File: config.mk
export PLATFORM = sky130hd
export DESIGN_NAME = borrow_serial_subtractor_64bit_flat
export DESIGN_NICKNAME = d
export VERILOG_FILES = /design/src/rtl/borrow_serial_subtractor_64bit_if.sv /design/src/rtl/borrow_serial_subtractor_64bit.sv /design/src/flat_wrapper.sv
export SDC_FILE = /design/constraint.sdc
export NUM_CORES = 1
export LEC_CHECK = 0
export CORE_UTILIZATION = 53
export DETAILED_ROUTE_END_ITERATION = 8
export GPL_TIMING_DRIVEN = 0
export PLACE_DENSITY = 0.86
export SLEW_MARGIN = 20
export SYNTH_ARGS = -nofsm -noshare
export SYNTH_HDL_FRONTEND = slang
export SYNTH_SLANG_ARGS = --single-unit
File: constraint.sdc
create_clock -name clk -period 13 [get_ports clk]
set_input_delay 1.95 -clock clk [delete_from_list [all_inputs] [get_ports clk]]
set_output_delay 1.95 -clock clk [all_outputs]
set_load 0.01 [all_outputs]
File: src/rtl/borrow_serial_subtractor_64bit_if.sv
// Operand/result handshake bundle for the serial subtractor.
// The issue side drives operands and the writeback side drives out_ready.
interface borrow_serial_subtractor_64bit_if #(
  parameter int WIDTH = 64
);
  logic             in_valid;
  logic             in_ready;
  logic [WIDTH-1:0] a;
  logic [WIDTH-1:0] b;
  logic             borrow_in;
  logic             abort;
  logic             out_valid;
  logic             out_ready;
  logic [WIDTH-1:0] diff;
  logic             borrow_out;
  logic             zero;
  logic             negative;
  logic             overflow;

  modport master (
    output in_valid, a, b, borrow_in,
    output abort, out_ready,
    input  in_ready, out_valid, diff,
    input  borrow_out, zero, negative,
    input  overflow
  );

  modport slave (
    input  in_valid, a, b, borrow_in,
    input  abort, out_ready,
    output in_ready, out_valid, diff,
    output borrow_out, zero, negative,
    output overflow
  );
endinterface

File: src/rtl/borrow_serial_subtractor_64bit.sv
// Digit-serial a - b - borrow_in, one CHUNK-bit digit per cycle, LSD first.
// Flags are registered on the final digit for compare/branch resolution.
module borrow_serial_subtractor_64bit #(
  parameter int WIDTH = 64,
  parameter int CHUNK = 4
) (
  input  logic clk,
  input  logic reset,
  borrow_serial_subtractor_64bit_if.slave io
);
  localparam int N  = WIDTH / CHUNK;
  localparam int CW = (N > 1) ? $clog2(N) : 1;

  typedef enum logic [1:0] {
    IDLE,
    RUN,
    DONE
  } state_e;

  state_e           state_q, state_d;
  logic [CW-1:0]    cnt_q, cnt_d;
  logic [WIDTH-1:0] a_q, a_d;
  logic [WIDTH-1:0] b_q, b_d;
  logic             bw_q, bw_d;
  logic [WIDTH-1:0] diff_q, diff_d;
  logic             borrow_out_q, borrow_out_d;
  logic             zero_q, zero_d;
  logic             negative_q, negative_d;
  logic             overflow_q, overflow_d;

  logic [CHUNK-1:0] a_dig;
  logic [CHUNK-1:0] b_dig;
  logic [CHUNK:0]   sub;
  logic [WIDTH-1:0] diff_w;
  logic             last;

  always_comb begin
    a_dig  = CHUNK'(a_q >> (int'(cnt_q) * CHUNK));
    b_dig  = CHUNK'(b_q >> (int'(cnt_q) * CHUNK));
    sub    = {1'b0, a_dig} - {1'b0, b_dig}
           - {{CHUNK{1'b0}}, bw_q};
    diff_w = diff_q;
    diff_w[int'(cnt_q) * CHUNK +: CHUNK] = sub[CHUNK-1:0];
    last   = (cnt_q == CW'(N - 1));
  end

  always_comb begin
    state_d      = state_q;
    cnt_d        = cnt_q;
    a_d          = a_q;
    b_d          = b_q;
    bw_d         = bw_q;
    diff_d       = diff_q;
    borrow_out_d = borrow_out_q;
    zero_d       = zero_q;
    negative_d   = negative_q;
    overflow_d   = overflow_q;
    unique case (state_q)
      IDLE: begin
        if (io.in_valid) begin
          a_d     = io.a;
          b_d     = io.b;
          bw_d    = io.borrow_in;
          cnt_d   = '0;
          state_d = RUN;
        end
      end
      RUN: begin
        if (io.abort) begin
          state_d = IDLE;
        end else begin
          diff_d = diff_w;
          bw_d   = sub[CHUNK];
          cnt_d  = cnt_q + 1'b1;
          if (last) begin
            // Flags come from the completed word including this digit.
            state_d      = DONE;
            borrow_out_d = sub[CHUNK];
            zero_d       = (diff_w == '0);
            negative_d   = diff_w[WIDTH-1];
            overflow_d   = (a_q[WIDTH-1] != b_q[WIDTH-1])
                         && (diff_w[WIDTH-1] != a_q[WIDTH-1]);
          end
        end
      end
      DONE: begin
        if (io.abort || io.out_ready) begin
          state_d = IDLE;
        end
      end
      default: state_d = IDLE;
    endcase
  end

  always_ff @(posedge clk or negedge reset) begin
    if (!reset) begin
      state_q      <= IDLE;
      cnt_q        <= '0;
      a_q          <= '0;
      b_q          <= '0;
      bw_q         <= 1'b0;
      diff_q       <= '0;
      borrow_out_q <= 1'b0;
      zero_q       <= 1'b0;
      negative_q   <= 1'b0;
      overflow_q   <= 1'b0;
    end else begin
      state_q      <= state_d;
      cnt_q        <= cnt_d;
      a_q          <= a_d;
      b_q          <= b_d;
      bw_q         <= bw_d;
      diff_q       <= diff_d;
      borrow_out_q <= borrow_out_d;
      zero_q       <= zero_d;
      negative_q   <= negative_d;
      overflow_q   <= overflow_d;
    end
  end

  assign io.in_ready   = (state_q == IDLE);
  assign io.out_valid  = (state_q == DONE);
  assign io.diff       = diff_q;
  assign io.borrow_out = borrow_out_q;
  assign io.zero       = zero_q;
  assign io.negative   = negative_q;
  assign io.overflow   = overflow_q;
endmodule

File: src/flat_wrapper.sv
// flat-port wrapper written by rule: the top's interface ports become plain ports
module borrow_serial_subtractor_64bit_flat 
#(
  parameter int WIDTH = 64,
  parameter int CHUNK = 4
)
  (clk, reset, io_in_valid, io_a, io_b, io_borrow_in, io_abort, io_out_ready, io_in_ready, io_out_valid, io_diff, io_borrow_out, io_zero, io_negative, io_overflow);
  borrow_serial_subtractor_64bit_if #(.WIDTH(WIDTH)) io_i ();
  input  logic clk;
  input  logic reset;
  input wire logic [$bits(io_i.in_valid)-1:0] io_in_valid;
  input wire logic [$bits(io_i.a)-1:0] io_a;
  input wire logic [$bits(io_i.b)-1:0] io_b;
  input wire logic [$bits(io_i.borrow_in)-1:0] io_borrow_in;
  input wire logic [$bits(io_i.abort)-1:0] io_abort;
  input wire logic [$bits(io_i.out_ready)-1:0] io_out_ready;
  output wire logic [$bits(io_i.in_ready)-1:0] io_in_ready;
  output wire logic [$bits(io_i.out_valid)-1:0] io_out_valid;
  output wire logic [$bits(io_i.diff)-1:0] io_diff;
  output wire logic [$bits(io_i.borrow_out)-1:0] io_borrow_out;
  output wire logic [$bits(io_i.zero)-1:0] io_zero;
  output wire logic [$bits(io_i.negative)-1:0] io_negative;
  output wire logic [$bits(io_i.overflow)-1:0] io_overflow;
  assign io_i.in_valid = io_in_valid;
  assign io_i.a = io_a;
  assign io_i.b = io_b;
  assign io_i.borrow_in = io_borrow_in;
  assign io_i.abort = io_abort;
  assign io_i.out_ready = io_out_ready;
  assign io_in_ready = io_i.in_ready;
  assign io_out_valid = io_i.out_valid;
  assign io_diff = io_i.diff;
  assign io_borrow_out = io_i.borrow_out;
  assign io_zero = io_i.zero;
  assign io_negative = io_i.negative;
  assign io_overflow = io_i.overflow;
  borrow_serial_subtractor_64bit #(.WIDTH(WIDTH), .CHUNK(CHUNK)) u_core (.clk(clk), .reset(reset), .io(io_i));
endmodule
==> results.md <==
* Outcome: finished clean
* GPL Wtd Cong at 0.9322
* Arrival @ worst endpoint at approximately 6.0 ns
* Layout cells sized above 1 at 0.09476
* Core area at 18210 um2
* Cts hold-fix bufs at 0
* WP data required at between 10 and 15 ns
* Critical R2R Launch: u_core.cnt_q[1]$_DFFE_PN0P_
* Antenna diode count at 0
* Vias per inst at just under 6
* Postcts setup bufs at 0
* Internal Pwr Total at 1.500 mW
* DP Worst Slack at 7.452 ns
* # fillers at 1308
* # port buffers at slightly above 200
* Area Overhead vs Synth at 30.32%
* Largest net degree at the start of global routing at 104
* Die Y at 139.3 um
* Syn. warnings at 0
* Syn_nets at 1203
* Root Driver: clkbuf_16
* Relative slew slack at 0.4357
* Fmax at 178.7 MHz
* Via count at approximately 8.8k
* Fin Hold WS at 0.4730 ns
* Placed instance count at 1493
* I/O pin cnt at around 200
* RSZ-0062 raised after global routing: false
* Row cnt at 49
* Seq/Total Area, Yosys at 0.5087
* Max Cap Violations at 0
* CP startpoint kind: flop
* Register-to-register setup slack at 7.40 ns
* CP Launch Point: u_core.cnt_q[1]$_DFFE_PN0P_
* Max VDD drop at 0.1679 mV
* EDFF count, synth at 0
* Dpl hpwl at 21390 um
* Post-Synth XOR/XNOR Area at 0.007518
* H-tree depth at 1
* Final cell count without fillers at 1527
* Syn Area/Cell at 9.421 um2
* WL final at slightly below 30000 um
* DIE WIDTH at 139.3 um
* R2R cell count at 15
* Initial antenna violation count at 1
* Iter 0 DRT Violations at between 700 and 800
* TritonCTS clock tree: yes
* Flip-flop and latch count after synthesis at roughly 200
* Switching pwr at 991.2 uW
* Starting Density at 0.5484
* Pin slew with the least headroom to its limit at 0.8464 ns
* Main combinational cell family by area after synthesis: simple AND/OR/NAND/NOR gates
* Post-synthesis mux area share at 0.1124
* Placement Cell Area at 12340 um2
* First-pass GRT wire length at 46600 um
* Clk slew on worst S/H paths at 0.06 ns
* GR Overflow Total at 0
* DRC Markers at 0
* Type of the tightest min-delay check: reg2reg
* Lkg Pwr at 6.123 nW
* Area of the multi-input gates at 4564 um2
* Post-synthesis instance area at 9986 um2
* Vias in the first global route at ~9k
* Cell Pwr Density at 191.4 nW/um2
* Crit-path max FO at 10
* PnR worst setup slack at between 7 and 8 ns
* Final min period at 5.597 ns
* Cells after Synth at 1060
* FFs w/ async S/R, synth at 1.000
* Cts repair resizes at 0
* Pre-antenna DRT Iters at 5
* Setup Viol. Count Final at 0
* Sequential share of power at 0.329
* Post-synthesis simple-gate area fraction at 0.2442
* Setup crit end: u_core.io.zero$_DFFE_PN0P_
* Post-Synth Adder-Cell Area at 0.01278
* Register area at 5080 um2
* Max-slew violation total from the final report at 0
* Reg2reg end: u_core.io.zero$_DFFE_PN0P_
* Post-Route Skew at between 0.008 and 0.009 ns
* Final Hold Viols at 0
* Final cycle utilization of the critical path at 0.4305
* Nets at 1430
* Post-layout instance area at 13010 um2
* Sink Count at 203
* Ys flop type: dfrtp_1
* Setup TNS at 0 ns
* Clock Latency Late Sink at 0.50 ns
* WL/cell at 19.06 um
* Total CTS buffers at 21
* Setup CP Type: reg2reg
* Logic pwr share at 0.431
* Finished Core Util at 0.7147
* Antenna viol nets, final at 0
* Synth cell types at 78
* GRT Total Usage at 0.3085
* DIE AREA at 19390 um2
* CP Capture Type: flop
* Synth Area in Compound Gates at 0.08019
* Longest Clk Path Bufs at 3
* Switching share of power at 0.3979
* Tot Pwr at around 2.5 mW
* Clk pwr share at 0.240
[final cells by class]
type / instances / area share
Multi-Input combinational cell: 782 / 0.3507
Sequential cell: 203 / 0.3903
Tap cell: 229 / 0.02202
Inverter: 19 / 0.005480
Clock inverter: 4 / 0.003654
Buffer: 56 / 0.02077
Clock buffer: 30 / 0.04836
Timing Repair Buffer: 204 / 0.1586
[flip-flops by register name (all words and copies together), names as in the netlist]
| register | count |
|---|---|
| u_core.io.zero | 1 |
| u_core.io.diff | 64 |
| u_core.state_q | 2 |
| u_core.b_q | 64 |
| u_core.io.negative | 1 |
| u_core.cnt_q | 4 |
| u_core.bw_q | 1 |
| u_core.io.borrow_out | 1 |
| u_core.io.overflow | 1 |
| u_core.a_q | 64 |
[worst max-delay path: stages (launching register included)]
cell and delay [ns]:
dfrtp_1 0.46, buf_1 0.62, clkbuf_1 0.68, mux4_2 0.44, a221oi_1 0.46, fa_1 0.33
inv_1 0.08, fa_1 0.51, clkbuf_1 0.43, nor2b_1 0.24, nand2_1 0.14, mux2i_1 0.26
o2111ai_1 0.19, nor4_1 0.37, nand4_1 0.17, o21ai_1 0.14
[per-layer routing]
layer	vias to the layer above	routed length, um	track usage
met5	-	14	0
met1	4275	11570	0.4016
met4	2	896	0.1099
met3	74	2259	0.04439
met2	454	14370	0.5284
li1	4026	-	-
[worst min path at each step]
stage,from,to,slack [ns],depth (start not counted)
2_1_floorplan,u_core.a_q[13]$_DFFE_PN0P_,u_core.a_q[13]$_DFFE_PN0P_,0.44,2
3_3_place_gp,u_core.a_q[13]$_DFFE_PN0P_,u_core.a_q[13]$_DFFE_PN0P_,0.45,2
3_5_place_dp,u_core.b_q[59]$_DFFE_PN0P_,u_core.b_q[59]$_DFFE_PN0P_,0.46,2
4_1_cts,u_core.b_q[59]$_DFFE_PN0P_,u_core.b_q[59]$_DFFE_PN0P_,0.47,2
5_1_grt,u_core.b_q[17]$_DFFE_PN0P_,u_core.b_q[17]$_DFFE_PN0P_,0.49,2
6_report,u_core.a_q[50]$_DFFE_PN0P_,u_core.a_q[50]$_DFFE_PN0P_,0.47,2
[placed cells by master (no fill, tap or decap), drive strengths merged, types with 3 or more instances in the layout]
cell	n
a2111oi	3
a21oi	8
a221oi	16
a22oi	4
a31oi	4
and2b	3
and3	3
buf	16
clkbuf	72
clkdlybuf4s50	202
dfrtp	203
ha	7
inv	19
mux2	24
mux2i	40
mux4	19
nand2	455
nand2b	5
nand3	5
nand4	5
nor2	33
nor2b	5
nor3	17
nor3b	4
nor4	10
nor4b	3
o2111ai	6
o21ai	52
o31ai	3
or2	6
or3	4
or4	4
xnor2	4
[cells by family (layout without fill, tap and decap cells)]
kind of cell / Yosys count / in the layout
XOR/XNOR: 6 / 6
adder cells (fa/ha/maj): 9 / 9
AND/OR/NAND/NOR: 569 / 569
AO/OA/AOI/OAI: 115 / 115
buffers and inverters: 75 / 313
multiplexers: 83 / 83
flip-flops: 203 / 203
[power by group through the flow]
stage | combinational [mW] | clock (mW) | sequential [mW]
2_1_floorplan | 0.660 | 0 | 0.816
3_3_place_gp | 1.02 | 0 | 0.821
3_5_place_dp | 1.05 | 0 | 0.827
4_1_cts | 1.05 | 0.602 | 0.818
5_1_grt | 1.14 | 0.627 | 0.831
6_report | 1.07 | 0.599 | 0.819
[cell usage after synthesis, types with 6 or more instances]
cell type,instances,share of area
mux2i_1,39,0.039
nand2_1,454,0.17
nor2_1,33,0.012
mux2_2,24,0.027
clkbuf_1,41,0.015
buf_2,7,0.0035
o21ai_0,43,0.022
inv_1,19,0.0071
mux4_2,16,0.036
nor3_1,15,0.0075
dfrtp_1,203,0.51
a221oi_1,16,0.014
ha_1,7,0.0088
a21oi_1,8,0.0040
o2111ai_1,6,0.0053
(Power assumes the default switching activity.)
